===== src/rtl/multu_sequencer.sv =====
// Multi-cycle unsigned multiplier with architectural HI/LO registers.
// Radix-2 shift-add over WIDTH steps; stalls the core on dependent commands.
module multu_sequencer #(
  parameter int WIDTH = 32,
  parameter int CNTW  = 6
) (
  input  logic             clk,
  input  logic             reset,
  input  logic             start,
  input  logic [WIDTH-1:0] srca,
  input  logic [WIDTH-1:0] srcb,
  input  logic             rd_hi,
  input  logic             rd_lo,
  output logic             stall,
  output logic             busy,
  output logic             done,
  output logic [WIDTH-1:0] hi,
  output logic [WIDTH-1:0] lo
);

  typedef enum logic [1:0] {
    IDLE = 2'd0,
    RUN  = 2'd1,
    DONE = 2'd2
  } state_t;

  state_t           state_r;
  state_t           state_s;
  logic [CNTW-1:0]  count_r;
  logic [WIDTH-1:0] mcand_r;
  logic [WIDTH-1:0] hi_r;
  logic [WIDTH-1:0] lo_r;
  logic [WIDTH:0]   sum_s;
  logic             last_step_s;
  logic             accept_s;

  // One shift-add step; the carry lands in hi's MSB on the next shift.
  always_comb begin
    sum_s       = {1'b0, hi_r} + (lo_r[0] ? {1'b0, mcand_r} : {(WIDTH+1){1'b0}});
    last_step_s = (count_r == CNTW'(WIDTH - 1));
    accept_s    = start && (state_r != RUN);
  end

  // Next-state decode.
  always_comb begin
    state_s = state_r;
    case (state_r)
      IDLE: begin
        if (start) begin
          state_s = RUN;
        end else begin
          state_s = IDLE;
        end
      end
      RUN: begin
        if (last_step_s) begin
          state_s = DONE;
        end else begin
          state_s = RUN;
        end
      end
      DONE: begin
        if (start) begin
          state_s = RUN;
        end else begin
          state_s = IDLE;
        end
      end
      default: state_s = IDLE;
    endcase
  end

  // State register.
  always_ff @(posedge clk or negedge reset) begin
    if (!reset) begin
      state_r <= IDLE;
    end else begin
      state_r <= state_s;
    end
  end

  // Operand latch and shift-add datapath; HI/LO hold whenever not running.
  always_ff @(posedge clk or negedge reset) begin
    if (!reset) begin
      count_r <= {CNTW{1'b0}};
      mcand_r <= {WIDTH{1'b0}};
      hi_r    <= {WIDTH{1'b0}};
      lo_r    <= {WIDTH{1'b0}};
    end else if (accept_s) begin
      count_r <= {CNTW{1'b0}};
      mcand_r <= srca;
      hi_r    <= {WIDTH{1'b0}};
      lo_r    <= srcb;
    end else if (state_r == RUN) begin
      count_r      <= count_r + CNTW'(1);
      {hi_r, lo_r} <= {sum_s, lo_r[WIDTH-1:1]};
    end else begin
      count_r <= count_r;
      mcand_r <= mcand_r;
      hi_r    <= hi_r;
      lo_r    <= lo_r;
    end
  end

  // Stall is combinational so a dependent command is held in the same cycle.
  assign busy  = (state_r == RUN);
  assign done  = (state_r == DONE);
  assign stall = busy & (start | rd_hi | rd_lo);
  assign hi    = hi_r;
  assign lo    = lo_r;

endmodule


===== config.mk =====
export PLATFORM = sky130hd
export DESIGN_NAME = multu_sequencer
export DESIGN_NICKNAME = d
export VERILOG_FILES = /design/src/rtl/multu_sequencer.sv
export SDC_FILE = /design/constraint.sdc
export NUM_CORES = 1
export LEC_CHECK = 0
export ABC_AREA = 1
export CAP_MARGIN = 20
export CORE_UTILIZATION = 48
export DETAILED_ROUTE_END_ITERATION = 6
export PLACE_DENSITY = 0.89
export SLEW_MARGIN = 10
export SYNTH_ARGS = -nofsm -noshare
export SYNTH_HDL_FRONTEND = slang
export SYNTH_SLANG_ARGS = --single-unit

===== constraint.sdc =====
create_clock -name clk -period 2.2 [get_ports clk]
set_input_delay 0.55 -clock clk [delete_from_list [all_inputs] [get_ports clk]]
set_output_delay 0.55 -clock clk [all_outputs]
set_load 0.05 [all_outputs]

Yosys cells after proc, flatten, opt, wreduce, memory -nomap -nowiden
Cells that the tools add are included.
{"block": "op_classes", "eq_ne": 4, "bitwise_logic": 3, "reduce_logical": 4, "add_sub_neg": 2, "muxes": 10}
{"cell": "32-bit two-way mux", "n": 5}
{"cell": "32-bit by 32-bit adder with 33-bit output", "n": 1}
{"cell": "6-bit two-way mux", "n": 2}
{"cell": "6-bit by 1-bit adder with 6-bit output (second input constant)", "n": 1}
{"cell": "6-bit by 5-bit equality test with 1-bit output (second input constant)", "n": 1}
{"cell": "2-bit case mux with 2 select lines", "n": 1}
{"cell": "2-bit by 1-bit equality test with 1-bit output (second input constant)", "n": 1}
{"cell": "2-bit equality test (second input constant)", "n": 1}
{"cell": "2-bit zero test", "n": 1}
{"cell": "2-bit two-way mux", "n": 1}
{"cell": "2-bit by 1-bit != test with 1-bit output (second input constant)", "n": 1}
{"cell": "1-bit OR", "n": 2}
{"cell": "2-bit nonzero test", "n": 1}
{"cell": "2-bit OR reduction", "n": 1}
{"cell": "1-bit bitwise AND", "n": 1}
{"cell": "1-bit logical AND", "n": 1}
{"cell": "1-bit two-way mux", "n": 1}
{"block": "word_totals", "wordCells": 28, "reg_bits": 104, "in_bits": 69, "out_inout_bits": 67}

Logic depth before layout (Yosys ltp)
{"block": "logic_depth", "depth_word": 4, "mapped_depth": 18}

Worst setup path before layout
OpenSTA, ideal clock, no wires.
{"block": "synth_path", "kind": "register -> register", "start": "reg lo_r[0] (netlist: lo[0])", "end": "reg hi_r[15] (netlist: hi[15])", "t_arrival_ns": 2.523, "setup_slack_ns": -0.446, "stages_incl_launch_ff": 18, "t_required_ns": 2.077, "setup_ns": 0.123, "n_path_buf": 2, "cell_sequence": "dfrtp_1 clkbuf_1 clkbuf_1 nand2_1 inv_1 ha_1 inv_1 fa_1 inv_1 nand3_1 nand3_1 nand2_1 nand2_2 nand3_1 nand2_1 nand2_1 nand2_1 o21ai_1"}
{"block": "synth_via", "elab_chain_cells": 4}
{"element": "start: declaration", "line_no": "32", "text": "logic [WIDTH-1:0] lo_r;"}
{"element": "start signal: assignment", "line_no": "88", "text": "lo_r <= {WIDTH{1'b0}};"}
{"element": "start signal: assignment", "line_no": "93", "text": "lo_r <= srcb;"}
{"element": "start signal: assignment", "line_no": "96", "text": "{hi_r, lo_r} <= {sum_s, lo_r[WIDTH-1:1]};"}
{"element": "32-bit two-way mux", "line_no": "39", "text": "sum_s = {1'b0, hi_r} + (lo_r[0] ? {1'b0, mcand_r} : {(WIDTH+1){1'b0}});"}
{"element": "32-bit by 32-bit adder with 33-bit output", "line_no": "39"}
{"element": "32-bit two-way mux", "line_no": "94", "text": "end else if (state_r == RUN) begin"}
{"element": "32-bit two-way mux", "line_no": "89", "text": "end else if (accept_s) begin"}
{"element": "end signal: assignment", "line_no": "87", "text": "hi_r <= {WIDTH{1'b0}};"}
{"element": "end signal: assignment", "line_no": "92", "text": "hi_r <= {WIDTH{1'b0}};"}
{"element": "end signal: assignment", "line_no": "96"}
{"element": "end: declaration", "line_no": "31", "text": "logic [WIDTH-1:0] hi_r;"}
Every way passes these cells. The select of a mux whose other input is x is not followed.
A chain may end at the register's enable or synchronous reset.

Worst setup path in the final report
{"block": "layout_path", "start": "reg hi_r[7] (netlist: hi[7])", "end": "out hi[7]"}
{"element": "end: declaration", "line_no": "17", "text": "output logic [WIDTH-1:0] hi,"}
No word-level cell between the ends.

==> reports/results.ini <==
[power]
netSwitchingPower_uw = 4158
p_clk_share_pct = 18.7
netSwitchingFraction_pct = 45.94
p_comb_share_pct = 50.7
intPower_uw = 4893
power_uw = 9051
peakVddDrop_mv = 0.5771
seq_power_share_pct = 30.6
p_per_area_nw_per_um2 = 973.2
p_leak_uw = 0.005113

[layout]
nFillCells = 1096
areaGrowthSynthToFinish_pct = 34.83
nets = 1288
drive_gt1_share_pct = 13.11
final_core_util_pct = 66.74
design_area_um2 = 9300
antennaDiodeCount = 0

[global_route]
antenna_found_initial = 0
grt_pass1_wl_um = 31810
grt_pass1_vias = 6698
grt_max_degree = 45
grt.overflow.total = 0
track_usage_pct = 27.73

[clock_network]
cts_buffer_depth = 2
insertion_delay_ns = 0.36
root_buffer = clkbuf_16
holdBufCountCts = 0
cts_sinks = 104
cts_buffers = 9
cts_tree = built
htreeDepth = 3
clkSlewWorstSetupHoldPaths_ns = 0.08

[synth]
synth_top_cells_by_area = dfrtp_1 38%, nand2_1 26%, inv_1 8.7%, ha_1 6.0%, nand3_1 3.5%
synth_edf_count = 0
synth.net_count = 1149
synth.yosys.seq_area_share_pct = 37.73
yosys_warnings = 0
synth_area_leader_cell = dfrtp_1
syn_inst = 1046
ys_ff_latch = 104
synthArstFlopShare_pct = 100.0
avgSynthCellArea_um2 = 6.595
synth.distinct_cells = 38
synth_flop_cell = dfrtp_1
synth_top_area_share_pct = 37.73
syn-cell-area_um2 = 6898

[floorplanning]
rows = 43
dieWidth_um = 121.9
die_y_um = 121.9
start_util_pct = 49.50
io_pins = 136
core_um2 = 13930
die-area_um2 = 14850

[timing]
drv_slew = 0
worstMarginPinSlew_ns = 0.5323
max_freq_mhz = 457.4
fin_skew_ns = 0.01020
layout_setup_ws_ns = 0.01388
relSlewSlack_pct = 64.40
rsz0062_at_grt = true
post-route-min-period_ns = 2.186
setup_viol = 0
post-route-period-util_pct = 99.37
hold_viol_final = 0

[critical_path]
cp_cell_sequence = clkdlybuf4s50_1
slowest_delay_ns = 0.85
critPathLaunchType = flip-flop
cp-end-kind = primary output
cp_top_family = buffers and inverters
path_buf_inv = 1
cp_data_required_time_ns = 1.65
crit_fanout = 3
critPathSlowestCell = clkdlybuf4s50_1
arrival_ns = 1.64
critical_path_class = flip-flop to primary output

[run]
cap_violations = 0

[status]
outcome = finished clean

[drt]
wl_per_cell_um = 14.80
firstDrtPassIters = 6
antenna_left = 0
drt_wl_total_um = 20280
vias_per_cell = 5.216
drt_iter0_markers = 573
vias = 7146
drc = 0

[placement]
dp_slack_ns = 0.01791
place_area_um2 = 8612
gp_congestion = 0.9472
dp_hpwl_um = 15140
port-buffer-count = 135

[min_path]
hold_class = input port to async pin

[power by group through the flow]
stage,sequential [uW],combinational (uW),clock (uW)
after floorplan,3760,1710,0
after global placement,2720,4120,0
after detailed placement,2710,4200,0
after CTS,2690,4220,1710
after global routing,2810,4930,1780
final,2770,4590,1700
[cell usage after synthesis, types with 2 or more instances]
library cell	count
clkbuf_8	2
a21oi_1	32
dfrtp_1	104
buf_1	2
nand2_2	17
nand3_2	6
nand3b_1	2
nor3_1	4
nor2_1	52
ha_1	33
clkbuf_1	10
inv_1	159
nand3_1	48
o211ai_1	20
o221ai_1	2
nand2_1	478
nand4_1	4
o21ai_0	18
buf_2	13
o21ai_1	6
inv_2	12
nor2_2	3
nor3_2	2
o21bai_1	3
[layout make-up]
class,instances,area [um^2],share of cell area [%]
flip-flops and latches,104,2604,28.00
clock buffers,10,229.0,2.462
multi-input cells,742,3877,41.69
clock inverters,6,72.57,0.7803
inverters,171,641.9,6.902
well taps,180,225.2,2.422
repair buffers,157,1650,17.75
[cell usage in the layout (no fill, tap or decap), types with 2 or more instances in the layout]
cell             instances
nand2_1                467
inv_1                  157
clkdlybuf4s50_1        112
dfrtp_1                103
nand3_1                 44
nor2_1                  39
nand2_2                 28
a21oi_1                 26
o211ai_1                20
buf_4                   20
ha_4                    19
o21ai_0                 18
dlymetal6s2s_1          15
inv_2                   14
nor2_2                  13
nand3_2                 10
clkbuf_16                9
buf_12                   9
a21oi_2                  7
ha_1                     7
ha_2                     7
o21ai_1                  6
nor2_4                   4
nand4_1                  4
nor3_1                   3
nor3_2                   3
o21bai_1                 3
inv_6                    3
nand3b_1                 2
o221ai_1                 2
[final timing paths]
kind,from,endpoint,slack [ns],depth (start not counted)
max,hi[7],hi[7],0.01,1
min,reset,hi[15],0.11,1
max in group asynchronous,reset,lo[0],1.48,2
min in group clk,mcand_r[16],mcand_r[16],0.47,2
min reg2reg,mcand_r[16],mcand_r[16],0.47,2
max reg2reg,lo[0],hi[28],0.04,14
[metrics by stage]
step	hold WS (ns)	TNS [ns]	std cells
2_1_floorplan	0.2544	-0.2161	1046
3_3_place_gp	0.4539	0	1354
3_5_place_dp	0.4597	0	1354
4_1_cts	0.1148	0	1370
5_1_grt	0.1327	-0.4124	1370
6_report	0.1148	0	1370
[repair_timing]
item	CTS	global route
gates resized for setup	2	81
pin swaps	0	8
setup buffers	0	0
cloned	0	0
endpoints found under the setup margin	2	23
[state kept, by name, summed over array words and instances (netlist names)]
name	flops
count_r	6
state_r	2
lo	32
mcand_r	32
hi	32
[logic make-up after synthesis]
family,synth area share [%]
adder cells (fa/ha/maj),6.276
AND/OR/NAND/NOR,36.89
flip-flops,37.73
XOR/XNOR,0.1270
buffers and inverters,11.57
AO/OA/AOI/OAI,7.401
[routing by layer]
metal / global-route usage [%] / vias to the layer above / share of wire [%]
met4: 11.88 / 0 / 3.0
met2: 44.42 / 335 / 47
li1: - / 3477 / -
met1: 36.25 / 3287 / 41
met3: 5.758 / 47 / 9.6
met5: 0 / - / 0
No activity file was read; power rests on OpenSTA's default activity.
==> RTL edit 1 (same settings) <==
Re-encode `state_t` (3 states) as one-hot, 3 bits wide.
--- a/src/rtl/multu_sequencer.sv
+++ b/src/rtl/multu_sequencer.sv
@@ -19,8 +19,8 @@
 );
 
-  typedef enum logic [1:0] {
-    IDLE = 2'd0,
-    RUN  = 2'd1,
-    DONE = 2'd2
+  typedef enum logic [2:0] {
+    IDLE = 3'b001,
+    RUN  = 3'b010,
+    DONE = 3'b100
   } state_t;
 
Check against the original RTL: no difference found for any inputs over 4 cycles, from zero or initial values and one cycle with reset low; so few cycles prove little.
==> RTL edit 1 against the original RTL <==
  * Area after synthesis fell by 0.93%
  * Worst hold slack got worse by 0.012 ns
  * Design area decreased by 0.26%
  * Sequential cell count up 1
  * Routed wire length shrank 2.4%
  * Count of clock-buffer cells in the layout shrank 1
  * Power rose by 2.7%
  * Combinational power rose by 2%
  * First-iteration DRC count down 28%
  * Worst setup slack lost 0.0094 ns
  * Die area is 0.91% lower
  * Critical endpoint is now lo[24]
  * Largest power group unchanged
==> RTL edit 1: results (changes against the original RTL) <==
Yosys:
- The net count after synthesis came to 1140 (-0.78%).
- The part of the Yosys area used for sequential elements is 0.385 (+0.00737).
- The share of flip-flops with an asynchronous set or reset after synthesis came to 1.00 (unchanged).
- The post-synthesis cell count was 1037 (-0.86%).
- The count of cell types in the netlist came to 34 (-11%).
- By count the netlist is led by 481 x sky130_fd_sc_hd__nand2_1, 170 x sky130_fd_sc_hd__inv_1, 104 x sky130_fd_sc_hd__dfrtp_1.

Placed design:
- The standard cell area after detailed placement came to 8540 um^2 (-0.78%).
- The final estimated routing congestion in global placement is 0.942 (-0.59%).
- The number of placed cells counting well taps came to 1348 (-0.44%).
- The post-placement setup slack came to 0.0108 ns (-0.00709 ns).
- The half-perimeter wire length after placement was 14.8 mm (-2.3%).

Setup path:
- The cell depth of the worst flop-to-flop path is 13 (-1).
- The launch point of the critical path is lo[24].
- The worst reg-to-reg setup slack is 0.06 ns (+0.02 ns).
- The endpoint of the most critical setup path is lo[24].
- The worst reg2reg path endpoint is hi[26].

GRT:
- The largest net degree at the start of global routing is 53 (+18%).
- The wire length of the first global-routing pass is 31.6 mm (-0.76%).
- The met3 demand-to-capacity share in global routing is 0.0714 (+0.0138).
- The global routing usage on met1 is 0.326 (-0.0364).
- The global-route total usage across every layer is 0.277 (-0.000792).

Status:
- The run finished with clean final reports.

Final layout:
- The total number of multi-input combinational cells came to 733 (-1.2%).
- The non-clock buffer instance count of the final layout is 161 (+2.5%).
- The proportion of final cell area spent on non-clock buffers is 0.179 (+0.00140).
- The final-layout fill cell count was 1223 (+12%).
- The layout cell share with drive strength beyond 1 is 0.116 (-0.0148).
- The count of inverters not on the clock network in the layout was 172 (+0.58%).

Detailed routing:
- The met2 wirelength from detailed routing is 9.89 mm (+4.2%).
- The total number of vias is 6938 (-2.9%).
- The sum of routed wire segments on met1 is 8.12 mm (-1.3%).
- The iteration-0 DRC count of the detailed router is 414 (-28%).
- The total length of routed met3 wires is 1.48 mm (-24%).
- The mean routed wirelength per cell is 14.5 um (-2.2%).
- The detailed-router iteration count before antenna repair is 5 (-1).
- The routed wire length is 19.8 mm (-2.4%).

Power and ir drop:
- The flip-flop and latch power came to 0.00292 W (+5%).
- The total leakage power was 5.25 nW (+2.7%).
- The worst IR drop on VDD is 0.00106 V (+83%).
- The overall power is 0.00929 W (+2.7%).
- The net switching power is 0.00425 W (+2.3%).
- The share of power burned in combinational logic is 0.501 (-0.006).

Timing:
- The final setup skew is 0.0152 ns (+0.00496 ns).
- The setup slack after layout is 0.00451 ns (-0.00937 ns).
- The final worst hold slack came to 0.103 ns (-0.0122 ns).
- The transition time at the pin with the least slew margin is 0.535 ns (+0.00317 ns).

CTS:
- The later pin in the worst-skew pair is clocked with a latency of 0.37 ns.
==> RTL edit 1: cell types whose count changed after synthesis, moves of 3 or more <==
| cell | delta |
|---|---|
| sky130_fd_sc_hd__nor3_1 | +7 |
| sky130_fd_sc_hd__o221ai_1 | +6 |
| sky130_fd_sc_hd__nand2_1 | +3 |
| sky130_fd_sc_hd__inv_2 | -10 |
| sky130_fd_sc_hd__inv_1 | +11 |
| sky130_fd_sc_hd__nor2_1 | -12 |
| sky130_fd_sc_hd__o211ai_1 | -4 |
| sky130_fd_sc_hd__nand2_2 | -8 |
==> RTL edit 1: kinds of logic after synthesis <==
| kind of cell | synth area share |
|---|---|
| adders and majority gates | 0.0633 |
| buffers and inverters | 0.113 |
| AOI/OAI and AO/OA | 0.0804 |
| and+or+nand+nor | 0.356 |
| xor gates and xnor gates | 0.00256 |
| DFF | 0.385 |
==> RTL edit 1: timing repair <==
item | CTS | global route
pin swaps | 0 | 8
buffers inserted | 0 | 3
gates resized for setup | 4 | 80
setup endpoints to repair | 3 | 27
==> RTL edit 2 (same flow settings) <==
Made on the original files. Set the parameter `CNTW` to 7 (it was 6).
--- a/src/rtl/multu_sequencer.sv
+++ b/src/rtl/multu_sequencer.sv
@@ -3,5 +3,5 @@
 module multu_sequencer #(
   parameter int WIDTH = 32,
-  parameter int CNTW  = 6
+  parameter int CNTW  = 7
 ) (
   input  logic             clk,
Function: no difference found for any inputs over 4 cycles, from zero or initial values and one cycle with reset low; that may be too few to reach the edited logic, so the function may still have changed.
==> RTL edit 2 against the original RTL <==
  * The run now ends with negative setup slack left
  * Final cell count rose by 0.29%
  * Area after synthesis rose by 0.18%
  * Routed wire length rose by 1.1%
  * Core utilization fell by 0.37 points
  * Design area fell by 0.17%
  * Global-route usage barely moved
  * Combinational power rose by 80%
  * Sequential cell count rose by 1
  * Clock power rose by 4%
  * Register-to-register slack got worse by 0.08 ns
  * Synthesized cell count rose by 0.76%
  * Worst setup slack got worse by 0.054 ns
  * Power rose by 47%
  * Maximum frequency fell by 2.4%
  * Critical endpoint is now hi[29]
  * Highest routed layer unchanged
==> RTL edit 2: results (changes against the original RTL) <==
Status:
- The flow ran to the end, but the final reports show violations.
- The checks that failed: negative setup slack.

Detailed routing:
- The routed wire length came to 20.5 mm (+1.1%).
- The mean routed wirelength per cell is 14.9 um (+0.81%).
- The total length of routed met3 wires is 1.93 mm (-1.3%).
- The sum of routed wire segments on met1 is 8.16 mm (-0.78%).

Power and ir drop:
- The total leakage power came to 5.03 nW (-1.6%).

Yosys:
- The xor and xnor area share after synthesis came to 0.00127 (-0.00000230).
- The net count after synthesis is 1157 (+0.70%).
- The part of the Yosys area used for sequential elements is 0.380 (+0.00294).
- The commonest cells after synthesis are 481 x sky130_fd_sc_hd__nand2_1, 164 x sky130_fd_sc_hd__inv_1, 105 x sky130_fd_sc_hd__dfrtp_1.

Setup path:
- The arrival time at the worst endpoint is 2.49 ns (+0.85 ns).
- The largest fanout of any net on the critical path is 31 (+28).

GRT:
- The via count of the first global-routing pass came to 6788 (+1.3%).
- The global-route total usage across every layer is 0.277 (-0.000438).
- The global routing usage on met1 was 0.351 (-0.0118).
- The largest net degree at the start of global routing is 44 (-2.2%).
- The met2 capacity usage during global routing is 0.460 (+0.0159).
- The wire length of the first global-routing pass is 32.0 mm (+0.52%).

Placed design:
- The half-perimeter wire length after placement was 15.0 mm (-1.2%).
- The number of placed cells counting well taps was 1358 (+0.30%).
- The post-placement setup slack is 0.0115 ns (-0.00636 ns).

Timing:
- The worst relative slew slack is 0.600 (-0.0435).
- The setup slack after layout is -0.0406 ns (-0.0545 ns).
- The number of setup violations in the final report is 2 (+2).

Final layout:
- The net count of the finished layout came to 1292 (+0.31%).
- The layout cell share with drive strength beyond 1 is 0.125 (-0.00630).
RTL edit 2: area by class of cell:
| type | instances | area, um^2 |
|---|---|---|
| Inverter | 177 | 664 |
| Fill cell | 1092 | 4700 |
| Clock buffer | 10 | 239 |
| Multi-Input combinational cell | 743 | 3850 |
| Timing Repair Buffer | 153 | 1580 |
| Tap cell | 180 | 225 |
| Clock inverter | 6 | 93.8 |
| Sequential cell | 105 | 2630 |
RTL edit 2: where the power goes:
part	internal, W	total, W	leakage, nW	switching [W]
combinational	0.00287	0.00824	3.62	0.00538
clock	0.000954	0.00177	0.163	0.000815
sequential	0.00257	0.00326	1.25	0.000691
total	0.00639	0.0133	5.03	0.00688
RTL edit 2: what timing repair did:
action,CTS,global route
resized for setup,3,84
endpoints found under the setup margin,3,25
pin swaps,0,5
hold endpoints to repair,0,0
RTL edit 2: kinds of logic (layout without fill, tap and decap cells):
logic type      count (synthesis)  after routing
simple gates                  621            621
buf+inv                       206            346
flops                         105            105
compound gates                 87             87
fa+ha+maj                      34             34
xor+xnor                        1              1
RTL edit 2: metrics by stage:
step | area, um^2 | hold slack [ns]
CTS | 8910 | 0.111
global route | 9280 | 0.134
detailed placement | 8580 | 0.459
global placement | 8580 | 0.454
floorplan | 6970 | 0.254
finish | 9280 | 0.111
RTL edit 2: path summary, 6_finish.rpt:
kind / startpoint / endpoint / slack [ns] / cells past startpoint
worst min register to register: mcand_r[6] / mcand_r[6] / 0.47 / 2
worst min-delay path: reset / hi[22] / 0.11 / 1
worst max-delay path: lo[0] / hi[29] / -0.04 / 15
worst max register to register: lo[0] / hi[29] / -0.04 / 15
max in group asynchronous: reset / lo[0] / 1.44 / 2
min in group clk: mcand_r[6] / mcand_r[6] / 0.47 / 2
